## src/rtl/iram_loader_pkg.sv

```systemverilog
// Shared types and constants for the instruction-RAM loader.
package iram_loader_pkg;

    localparam int BYTE_W = 8;
    localparam int IDX_W  = 2;

    typedef enum logic [2:0] {
        IDLE       = 3'd0,
        WR_COLLECT = 3'd1,
        WR_COMMIT  = 3'd2,
        RD_ADDR    = 3'd3,
        RD_WAIT    = 3'd4,
        RD_SEND    = 3'd5
    } state_t;

endpackage

```

## src/rtl/iram_loader.sv

```systemverilog
// Monitor-side instruction-RAM writer (byte stream -> words) and readback engine (words -> byte stream).
module iram_loader
    import iram_loader_pkg::*;
#(
    parameter int IWIDTH = 12
) (
    input  logic                clk,
    input  logic                rst_n,
    input  logic                cmd_write,
    input  logic                cmd_read,
    input  logic [IWIDTH+1:2]   cmd_adr,
    input  logic [IWIDTH:0]     cmd_len,
    input  logic                abort,
    input  logic [BYTE_W-1:0]   rx_data,
    input  logic                rx_valid,
    output logic [BYTE_W-1:0]   tx_data,
    output logic                tx_valid,
    input  logic                tx_ready,
    output logic [IWIDTH+1:2]   i_ram_wadr,
    output logic [31:0]         i_ram_wdata,
    output logic                i_ram_wen,
    output logic [IWIDTH+1:2]   i_ram_radr,
    output logic                i_read_sel,
    input  logic [31:0]         i_ram_rdata,
    output logic                busy,
    output logic                done,
    output logic                rx_err
);

    state_t               state_reg, state_next;
    logic [IWIDTH+1:2]    adr_reg, adr_next;
    logic [IWIDTH:0]      rem_reg, rem_next;
    logic [IDX_W-1:0]     idx_reg, idx_next;
    logic [31:0]          data_reg, data_next;
    logic                 done_reg, done_next;
    logic                 rx_err_reg, rx_err_next;
    logic                 last_word;

    always_ff @(posedge clk) begin
        if (!rst_n) begin
            state_reg  <= IDLE;
            adr_reg    <= '0;
            rem_reg    <= '0;
            idx_reg    <= '0;
            data_reg   <= '0;
            done_reg   <= 1'b0;
            rx_err_reg <= 1'b0;
        end else begin
            state_reg  <= state_next;
            adr_reg    <= adr_next;
            rem_reg    <= rem_next;
            idx_reg    <= idx_next;
            data_reg   <= data_next;
            done_reg   <= done_next;
            rx_err_reg <= rx_err_next;
        end
    end

    assign last_word = (rem_reg == (IWIDTH+1)'(1));

    always_comb begin
        state_next  = state_reg;
        adr_next    = adr_reg;
        rem_next    = rem_reg;
        idx_next    = idx_reg;
        data_next   = data_reg;
        done_next   = 1'b0;
        rx_err_next = rx_err_reg;

        if (abort) begin
            state_next = IDLE;
            idx_next   = '0;
        end else begin
            case (state_reg)
                IDLE: begin
                    if (cmd_write || cmd_read) begin
                        adr_next    = cmd_adr;
                        rem_next    = cmd_len;
                        idx_next    = '0;
                        rx_err_next = 1'b0;
                        if (cmd_len == '0)
                            done_next = 1'b1;
                        else if (cmd_write)
                            state_next = WR_COLLECT;
                        else
                            state_next = RD_ADDR;
                    end
                end
                WR_COLLECT: begin
                    if (rx_valid) begin
                        data_next[{idx_reg, 3'b000} +: BYTE_W] = rx_data;
                        idx_next = idx_reg + IDX_W'(1);
                        if (idx_reg == '1)
                            state_next = WR_COMMIT;
                    end
                end
                WR_COMMIT: begin
                    adr_next = adr_reg + IWIDTH'(1);
                    rem_next = rem_reg - (IWIDTH+1)'(1);
                    if (last_word) begin
                        done_next  = 1'b1;
                        state_next = IDLE;
                    end else begin
                        state_next = WR_COLLECT;
                        // A byte landing on the commit cycle starts the next word.
                        if (rx_valid) begin
                            data_next[BYTE_W-1:0] = rx_data;
                            idx_next = IDX_W'(1);
                        end
                    end
                end
                RD_ADDR: state_next = RD_WAIT;
                RD_WAIT: begin
                    data_next  = i_ram_rdata;
                    idx_next   = '0;
                    state_next = RD_SEND;
                end
                RD_SEND: begin
                    if (tx_ready) begin
                        idx_next = idx_reg + IDX_W'(1);
                        if (idx_reg == '1) begin
                            adr_next = adr_reg + IWIDTH'(1);
                            rem_next = rem_reg - (IWIDTH+1)'(1);
                            if (last_word) begin
                                done_next  = 1'b1;
                                state_next = IDLE;
                            end else begin
                                state_next = RD_ADDR;
                            end
                        end
                    end
                end
                default: state_next = IDLE;
            endcase
        end

        if (rx_valid && !(state_reg == WR_COLLECT || state_reg == WR_COMMIT))
            rx_err_next = 1'b1;
    end

    assign i_ram_wen   = (state_reg == WR_COMMIT) && !abort;
    assign i_ram_wadr  = adr_reg;
    assign i_ram_wdata = data_reg;
    assign i_ram_radr  = adr_reg;
    assign i_read_sel  = (state_reg == RD_ADDR) || (state_reg == RD_WAIT);
    assign tx_valid    = (state_reg == RD_SEND);
    assign tx_data     = data_reg[{idx_reg, 3'b000} +: BYTE_W];
    assign busy        = (state_reg != IDLE);
    assign done        = done_reg;
    assign rx_err      = rx_err_reg;

endmodule

```

## config.mk

```make
export PLATFORM = sky130hd
export DESIGN_NAME = iram_loader
export DESIGN_NICKNAME = d
export VERILOG_FILES = /design/src/rtl/iram_loader_pkg.sv /design/src/rtl/iram_loader.sv
export SDC_FILE = /design/constraint.sdc
export NUM_CORES = 1
export LEC_CHECK = 0
export BUFFER_PORTS_ARGS = -buffer_cell sky130_fd_sc_hd__buf_2
export CAP_MARGIN = 10
export CORE_AREA = 2 2 97 80
export CTS_CLUSTER_SIZE = 8
export DETAILED_ROUTE_END_ITERATION = 8
export DIE_AREA = 0 0 99 82
export GPL_TIMING_DRIVEN = 0
export MAX_ROUTING_LAYER = met4
export PLACE_DENSITY = 0.88
export SLEW_MARGIN = 20
export SYNTH_ARGS = -nofsm -noshare
export SYNTH_HDL_FRONTEND = slang
export SYNTH_SLANG_ARGS = --single-unit
```

## constraint.sdc

```tcl
create_clock -name clk -period 4.25 [get_ports clk]
set_input_delay 0.2125 -clock clk [delete_from_list [all_inputs] [get_ports clk]]
set_output_delay 0.2125 -clock clk [all_outputs]
set_load 0.05 [all_outputs]
```

==> flow_metrics.py, run 1 <==
metrics = {
    "synthesis": {
        "synth_top_cells_by_area": "dfxtp_1 34%, a21oi_1 7.6%, a22oi_1 5.2%, o21ai_0 4.9%, mux4_2 4.8%",
        "synthFlopType": "dfxtp_1",
        "yosys_warnings": 0,
        "netlist_instances": 461,
        "yosysTopAreaCell": "dfxtp_1",
        "syn_nets": 540,
        "synth.avg_cell_area_sq_um": 8.178,
        "syn_area_sq_um": 3770,
        "synth_seq_cells": 64,
        "yosysUniqueCellTypes": 60,
        "synthArstFlopShare_pct": 0,
        "ys_seq_area_share_pct": 33.99,
        "synth_edf_count": 0,
        "synth_top_area_share_pct": 33.99,
    },
    "timing": {
        "max_freq_ghz": 0.3389,
        "setup_viol": 0,
        "tightestPinTransition_ps": 955.7,
        "hold_viol": 0,
        "fin_tns_setup_ps": 0,
        "rsz0062_at_grt": "no",
        "skew_ps": 5.720,
        "relSlewSlack_pct": 35.59,
        "fin_crit_sh_pct": 69.43,
        "layout_min_cycle_time_ps": 2951,
        "slew_violations": 0,
    },
    "routing": {
        "drt_iter0_markers": 478,
        "vias_per_cell": 6.446,
        "drtAntennaViolNets": 0,
        "routedWlPerCell_um": 19.02,
        "dr.pass1.iters": 5,
        "post-route-drc-count": 0,
        "routed_wl_mm": 13.45,
        "vias": 4557,
    },
    "die": {
        "dieArea_sq_um": 8118,
        "fp.coreArea_sq_um": 7182,
        "ioPinCount": 142,
        "die_w_um": 99,
        "die_h_um": 82,
        "initial_utilization_pct": 52.49,
        "rows": 28,
    },
    "pwr": {
        "p_leak_nw": 2.090,
        "powerDensity_nw_per_um2": 341.6,
        "finalPower_mw": 1.640,
        "peakVddDrop_mv": 0.1916,
    },
    "worst_setup_path": {
        "crit_type": "flop to flop",
        "max_stage_delay_ps": 790,
        "cpMaxStageDelayCell": "nor4_2",
        "worstPathArrival_ps": 3200,
        "cp-start-kind": "flop",
        "path_cells": "clkbuf_1 -> inv_1 -> ha_1 -> nor4_2 -> a22oi_1 -> a211oi_1",
        "path_max_fanout": 10,
        "cp-end-kind": "flop",
        "critPathRequiredTime_ps": 4500,
    },
    "clocking": {
        "cts_tree": "built",
        "post_cts_buffers": 0,
        "numCtsBuffers": 9,
        "cts.clk_slew.worst_paths_ps": 80,
        "cts_hold_buf": 0,
        "post_cts_resized": 0,
        "cts.path.max_buffers": 2,
        "worst_skew_pair.late_latency_ps": 350,
        "clock_sinks": 64,
        "cts_root_buffer": "clkbuf_8",
        "cts_max_level": 3,
    },
    "placement": {
        "dp_hpwl_mm": 9.827,
        "portBuffers": 140,
        "placed_cells": 691,
        "gp_congestion": 0.9697,
    },
    "status": {
        "status": "complete, no violations",
    },
    "global_routing": {
        "grt_start_max_net_pins": 13,
        "grt_overflow_total": 0,
        "grt_pass1_vias": 4168,
        "antenna_found_initial": 0,
        "grt_usage_pct": 32.94,
        "grt_first_pass_wirelength_mm": 20.49,
    },
    "final_layout": {
        "drive_above_1_share_pct": 32.41,
        "layout.cells.non_filler": 707,
        "n_antenna_cell": 0,
        "final_common_cell": "buf_2",
        "final_cell_mix": "153 x buf_2, 64 x dfxtp_1, 57 x a21oi_1, 37 x o21ai_0, 36 x nand2_1",
        "syn_to_final_growth_pct": 27.38,
        "largest_reg_flops": 32,
        "final_nets": 691,
    },
    "job": {
        "cap_violations": 0,
    },
    "hold_path": {
        "hp-class": "input pin to flop",
    },
}
==> worst max-delay path: cells and delay by family (launching register included) <==
kind,cells,cell delay [ps]
compound gates,2,530
fa+ha+maj,1,410
buf+inv,2,760
flops,1,360
simple gates,1,790
==> metal layers <==
metal	wire, um	global-route usage [%]	part of all wire (%)	vias to the layer above
met5	0	-	0	-
met4	361	11.23	2.7	0
met3	1521	6.894	11	50
met2	6102	50.47	45	348
met1	5463	43.69	41	2116
li1	-	-	-	2043
==> final timing paths <==
kind	slack (ps)	cells after the start	from	to
worst max-delay path	1300	6	idx_reg[1]$_SDFFE_PP0P_	i_ram_wdata[31]$_SDFFE_PN0P_
worst min-delay path	130	3	cmd_adr[3]	i_ram_radr[3]$_SDFFE_PN0P_
worst max register to register	1300	6	idx_reg[1]$_SDFFE_PP0P_	i_ram_wdata[31]$_SDFFE_PN0P_
worst min register to register	490	2	rx_err$_SDFFE_PN0P_	rx_err$_SDFFE_PN0P_
==> where the power goes <==
group	total (mW)	internal [mW]	switching [mW]
Sequential	0.658	0.625	0.0327
Combinational	0.392	0.128	0.264
Clock	0.591	0.331	0.260
==> synth_stat cells, types with 10 or more instances <==
cell type / count
a221oi_1: 10
nor2_1: 34
nor3_1: 18
a211oi_1: 12
clkbuf_1: 18
o21ai_0: 37
a22oi_1: 26
buf_2: 13
a21oi_1: 57
buf_4: 12
nand2_1: 36
dfxtp_1: 64
==> layout make-up <==
class                   instances  area [sq um]
clock buffers                   9         123.9
fillers                       597          2380
clock inverters                 7         95.09
flip-flops and latches         64          1281
inverters                       8         30.03
well taps                      90         112.6
plain buffers                  46         234.0
repair buffers                140         700.7
multi-input cells             343          2225
==> metrics by stage <==
stage               hold WS, ps  utilization [%]  cell area [sq um]  worst slack, ps
floorplan                 370.4                -               3770             2218
detailed placement        484.2            63.82               4583             1492
finish                    130.6            66.86               4802             1299
global placement          466.1            63.82               4583             1641
CTS                       129.6            66.86               4802             1452
global route              144.5            66.86               4802             1251
==> cells by family (layout without fill, tap and decap cells) <==
kind of cell    count (synthesis)  count (layout)  synth area share (%)
compound gates                183             183                 31.53
fa+ha+maj                       7               7                 2.323
simple gates                  142             142                 19.58
mux                            10              10                 5.343
xor+xnor                        1               1                0.2324
flops                          64              64                 33.99
buf+inv                        54             210                 7.003
(Power assumes the default switching activity.)
==> inputs of run 2 (changes only) <==
- CORE_AREA: 2 2 97 80 -> 2 2 101 83
- DIE_AREA: 0 0 99 82 -> 0 0 103 85
- PLACE_DENSITY: 0.88 -> 0.82
- clock period: 4.25 -> 2.8 ns (I/O delays scaled with it)
==> run 2 against run 1 <==
Non-clock buffer count unchanged. First-iteration DRC count down 13%. Global-route usage decreased by 3.0 points. Cell count up 2.5%.
==> flow_metrics.py, run 2 (synthesis results as in run 1) <==
metrics = {
    "pwr": {
        "p_sw_share_pct": 35.89,
        "p_comb_share_pct": 25.5,
        "powerDensity_nw_per_um2": 485.2,
        "power.internal_mw": 1.489,
        "p_leak_nw": 2.069,
        "p_sw_uw": 833.5,
        "peakVddDrop_mv": 0.2674,
        "p_seq_share_pct": 42.9,
        "p_clk_share_pct": 31.6,
    },
    "worst_setup_path": {
        "crit_type": "flop to flop",
        "cp-start-kind": "flop",
        "worstPathArrival_ps": 2980,
        "cpMaxStageDelayCell": "nor4_2",
        "critPathRequiredTime_ps": 3050,
        "path_max_fanout": 10,
        "cp-end-kind": "flop",
        "path_cells": "clkbuf_1 -> inv_1 -> ha_1 -> nor4_2 -> a22oi_1 -> a211oi_1",
        "max_stage_delay_ps": 750,
    },
    "clocking": {
        "post_cts_buffers": 0,
        "cts_root_buffer": "clkbuf_8",
        "numCtsBuffers": 9,
        "cts_tree": "built",
        "cts.clk_slew.worst_paths_ps": 70,
        "cts_max_level": 3,
        "worst_skew_pair.late_latency_ps": 350,
        "cts.path.max_buffers": 2,
        "clock_sinks": 64,
        "cts_hold_buf": 0,
    },
    "timing": {
        "setup_viol": 0,
        "fin_tns_setup_ps": 0,
        "max_freq_ghz": 0.3663,
        "skew_ps": 10.86,
        "rsz0062_at_grt": "yes",
        "tightestPinTransition_ps": 1014,
        "slew_violations": 0,
        "hold_viol": 0,
        "fin_crit_sh_pct": 97.51,
        "hold_ws_ps": 69.94,
        "layout_min_cycle_time_ps": 2730,
        "relSlewSlack_pct": 31.88,
    },
    "die": {
        "rows": 29,
        "initial_utilization_pct": 48.55,
        "fp.coreArea_sq_um": 7765,
        "ioPinCount": 142,
        "die_h_um": 85,
        "dieArea_sq_um": 8755,
        "die_w_um": 103,
    },
    "job": {
        "cap_violations": 0,
    },
    "final_layout": {
        "largest_reg_flops": 32,
        "syn_to_final_growth_pct": 26.95,
        "final_cell_mix": "153 x buf_2, 64 x dfxtp_1, 57 x a21oi_1, 37 x o21ai_0, 36 x nand2_1",
        "drive_above_1_share_pct": 32.41,
        "n_antenna_cell": 0,
        "layout.cells.non_filler": 725,
        "fin_area_sq_um": 4786,
        "final_common_cell": "buf_2",
        "final_nets": 691,
    },
    "routing": {
        "post-route-drc-count": 0,
        "vias_per_cell": 6.148,
        "dr.pass1.iters": 8,
        "vias": 4457,
        "drt_iter0_markers": 418,
        "routed_wl_mm": 13.24,
        "routedWlPerCell_um": 18.26,
        "drtAntennaViolNets": 0,
    },
    "global_routing": {
        "grt_overflow_total": 0,
        "grt_first_pass_wirelength_mm": 19.92,
        "grt_pass1_vias": 4111,
        "grt_usage_pct": 29.98,
        "antenna_found_initial": 0,
        "grt_start_max_net_pins": 13,
    },
    "placement": {
        "portBuffers": 140,
        "dp_hpwl_mm": 9.574,
        "gp_congestion": 0.9666,
        "place_area_sq_um": 4606,
        "placed_cells": 709,
    },
    "status": {
        "status": "complete, no violations",
    },
    "hold_path": {
        "hp-class": "input pin to flop",
    },
}
==> run 2: final cells by class <==
class	count	area [sq um]
Buffer	46	234.0
Clock buffer	10	137.6
Clock inverter	6	42.54
Fill cell	706	2979
Inverter	8	30.03
Multi-Input combinational cell	343	2225
Sequential cell	64	1281
Tap cell	108	135.1
Timing Repair Buffer	140	700.7
==> run 2: path summary, 6_finish.rpt <==
path,from,to,slack (ps),cells after the start
max reg2reg,idx_reg[1]$_SDFFE_PP0P_,i_ram_wdata[24]$_SDFFE_PN0P_,70,6
min,cmd_adr[3],i_ram_radr[3]$_SDFFE_PN0P_,70,3
max,idx_reg[1]$_SDFFE_PP0P_,i_ram_wdata[24]$_SDFFE_PN0P_,70,6
min reg2reg,rx_err$_SDFFE_PN0P_,rx_err$_SDFFE_PN0P_,480,2
==> run 2: critical path, delay by kind of cell (launching register included) <==
family	cells	cell delay [ps]
flip-flops	1	360
buffers and inverters	2	690
AND/OR/NAND/NOR	1	750
AO/OA/AOI/OAI	2	450
adder cells (fa/ha/maj)	1	390
==> run 2: repair_timing <==
item	4_1_cts	5_1_grt
endpoints found under the setup margin	0	7
endpoints found under the hold margin	0	0
gates resized for setup	0	0
==> run 2: per-stage QoR <==
stage          worst slack, ps  power, mW  util [%]
6_report                 69.70      2.322     61.63
2_1_floorplan            767.9      1.414         -
3_3_place_gp             206.5      1.586     59.31
5_1_grt                 -30.66      2.409     61.63
4_1_cts                  157.1      2.315     61.63
3_5_place_dp             183.6      1.595     59.31
==> run 2: metal layers <==
metal	up-vias	share of wire [%]	global-route usage [%]
met5	-	0	-
met2	305	46	46.10
li1	2043	-	-
met3	31	12	6.096
met4	0	1.8	11.12
met1	2078	40	38.93
==> run 2: power groups by stage <==
stage	clock [mW]	sequential, mW	combinational (mW)
2_1_floorplan	0	1.08	0.330
3_3_place_gp	0	1.01	0.573
3_5_place_dp	0	1.02	0.579
4_1_cts	0.740	0.995	0.580
5_1_grt	0.779	1.00	0.628
6_report	0.734	0.996	0.592
==> inputs of run 3 (changes only) <==
- CORE_AREA: 2 2 101 83 -> 4 4 103 85
- DIE_AREA: 0 0 103 85 -> 0 0 107 89
- clock period: 2.8 -> 2.7 ns (I/O delays scaled with it)
==> run 3 against run 2 <==
Clock-buffer cell count decreased by 1. Non-clock buffer count unchanged. Global-route usage decreased by 2.1 points. Clock skew decreased by 4.9 ps. Setup slack improved by 87 ps. Critical path type unchanged. Critical endpoint is now i_ram_wdata[14]$_SDFFE_PN0P_.
==> flow_metrics.py, run 3 (synthesis results as in run 1) <==
metrics = {
    "die": {
        "dieArea_sq_um": 9523,
        "ioPinCount": 142,
        "die_h_um": 89,
        "fp.coreArea_sq_um": 7765,
        "rows": 29,
        "initial_utilization_pct": 48.55,
        "die_w_um": 107,
    },
    "pwr": {
        "peakVddDrop_mv": 0.3445,
        "finalPower_mw": 2.615,
        "powerDensity_nw_per_um2": 537.7,
        "p_leak_nw": 2.097,
    },
    "clocking": {
        "cts.clk_slew.worst_paths_ps": 80,
        "clock_sinks": 64,
        "post_cts_resized": 2,
        "cts_root_buffer": "clkbuf_8",
        "cts_hold_buf": 0,
        "cts_max_level": 3,
        "post_cts_buffers": 0,
        "numCtsBuffers": 9,
        "cts.path.max_buffers": 2,
        "worst_skew_pair.late_latency_ps": 350,
        "cts_tree": "built",
    },
    "global_routing": {
        "grt_start_max_net_pins": 14,
        "grt_usage_pct": 27.92,
        "grt_overflow_total": 0,
        "grt_pass1_vias": 4180,
        "antenna_found_initial": 0,
        "grt_first_pass_wirelength_mm": 20.44,
    },
    "hold_path": {
        "hold_end": "i_ram_radr[3]$_SDFFE_PN0P_",
        "hold_path_depth": 3,
        "hp-class": "input pin to flop",
        "worstHoldStart": "cmd_adr[3]",
    },
    "timing": {
        "setup_viol": 0,
        "tightestPinTransition_ps": 974.0,
        "hold_viol": 0,
        "rsz0062_at_grt": "no",
        "max_freq_ghz": 0.3932,
        "slew_violations": 0,
        "layout_min_cycle_time_ps": 2543,
        "skew_ps": 5.933,
        "setup_ws_ps": 157.0,
        "relSlewSlack_pct": 34.57,
        "fin_crit_sh_pct": 94.19,
    },
    "worst_setup_path": {
        "r2r_cells": 8,
        "reg2reg_slack_ps": 160,
        "path_cells": "clkbuf_2 -> inv_1 -> ha_1 -> a21oi_1 -> nor3_1 -> buf_2 -> o21ai_0 -> a21oi_1",
        "r2r_start": "idx_reg[1]$_SDFFE_PP0P_",
        "cp_num_buf_inv": 3,
        "cp-end-kind": "flop",
        "cpMostUsedCell": "a21oi_1",
        "cp_top_family": "buffers and inverters",
        "cpMaxStageDelayCell": "nor3_1",
        "crit_type": "flop to flop",
        "rr_endpoint": "i_ram_wdata[14]$_SDFFE_PN0P_",
        "max_stage_delay_ps": 750,
        "path_max_fanout": 10,
        "worstPathArrival_ps": 2830,
        "critPathRequiredTime_ps": 2980,
        "cp-start-kind": "flop",
    },
    "placement": {
        "dp_hpwl_mm": 9.872,
        "portBuffers": 140,
        "post-place-ws_ps": -39.15,
        "gp_congestion": 0.9045,
    },
    "final_layout": {
        "final_cell_mix": "153 x buf_2, 64 x dfxtp_1, 57 x a21oi_1, 37 x o21ai_0, 36 x nand2_1",
        "syn_to_final_growth_pct": 28.97,
        "final_nets": 691,
        "n_antenna_cell": 0,
        "nFillCells": 702,
        "drive_above_1_share_pct": 32.58,
        "largest_reg_flops": 32,
        "final_common_cell": "buf_2",
    },
    "routing": {
        "post-route-drc-count": 0,
        "vias": 4520,
        "routedWlPerCell_um": 18.88,
        "vias_per_cell": 6.234,
        "dr.pass1.iters": 6,
        "drt_iter0_markers": 473,
        "drtAntennaViolNets": 0,
        "routed_wl_mm": 13.69,
    },
    "status": {
        "status": "complete, no violations",
    },
    "job": {
        "cap_violations": 0,
    },
}
-- run 3: layer usage --
metal | part of all wire (%) | GRT usage (%)
met2 | 46 | 43.66
met4 | 2.8 | 11.38
met1 | 40 | 35.06
met3 | 11 | 6.715
met5 | 0 | -
-- run 3: power by group --
group / switching [mW] / internal [mW] / total (mW)
logic: 0.417 / 0.203 / 0.620
registers: 0.0504 / 0.983 / 1.03
clock network: 0.430 / 0.530 / 0.961
-- run 3: how the worst max path moves through the flow --
| stage | start | end | slack (ps) | cells after the start |
|---|---|---|---|---|
| 2_1_floorplan | idx_reg[1]$_SDFFE_PP0P_ | i_ram_wdata[24]$_SDFFE_PN0P_ | 670 | 6 |
| 3_3_place_gp | idx_reg[1]$_SDFFE_PP0P_ | i_ram_wdata[29]$_SDFFE_PN0P_ | 90 | 6 |
| 3_5_place_dp | idx_reg[1]$_SDFFE_PP0P_ | i_ram_wdata[5]$_SDFFE_PN0P_ | -40 | 6 |
| 4_1_cts | state_reg[1]$_SDFFE_PP0P_ | i_read_sel | 90 | 5 |
| 5_1_grt | idx_reg[1]$_SDFFE_PP0P_ | i_ram_wdata[14]$_SDFFE_PN0P_ | 40 | 8 |
| 6_report | idx_reg[1]$_SDFFE_PP0P_ | i_ram_wdata[14]$_SDFFE_PN0P_ | 160 | 8 |
-- run 3: area by class of cell --
cell class	instances	area, sq um	share of cell area [%]
plain buffers	46	235.2	4.838
clock buffers	9	123.9	2.548
clock inverters	7	105.1	2.162
inverters	8	30.03	0.6176
multi-input cells	343	2251	46.29
flip-flops and latches	64	1281	26.35
well taps	108	135.1	2.779
repair buffers	140	700.7	14.41
-- run 3: through the flow --
step	instances	area [sq um]	utilization (%)	setup TNS [ps]	hold slack [ps]
global placement	709	4606	59.31	0	409.3
CTS	725	4855	62.52	0	43.03
floorplan	461	3770	-	0	292.9
global route	725	4862	62.62	0	69.69
detailed placement	709	4606	59.31	-39.15	418.8
finish	725	4862	62.62	0	45.84
-- run 3: worst min-delay path, stage by stage --
cell      delay, ps
buf_2           100
nand2_1          40
a311oi_1         80
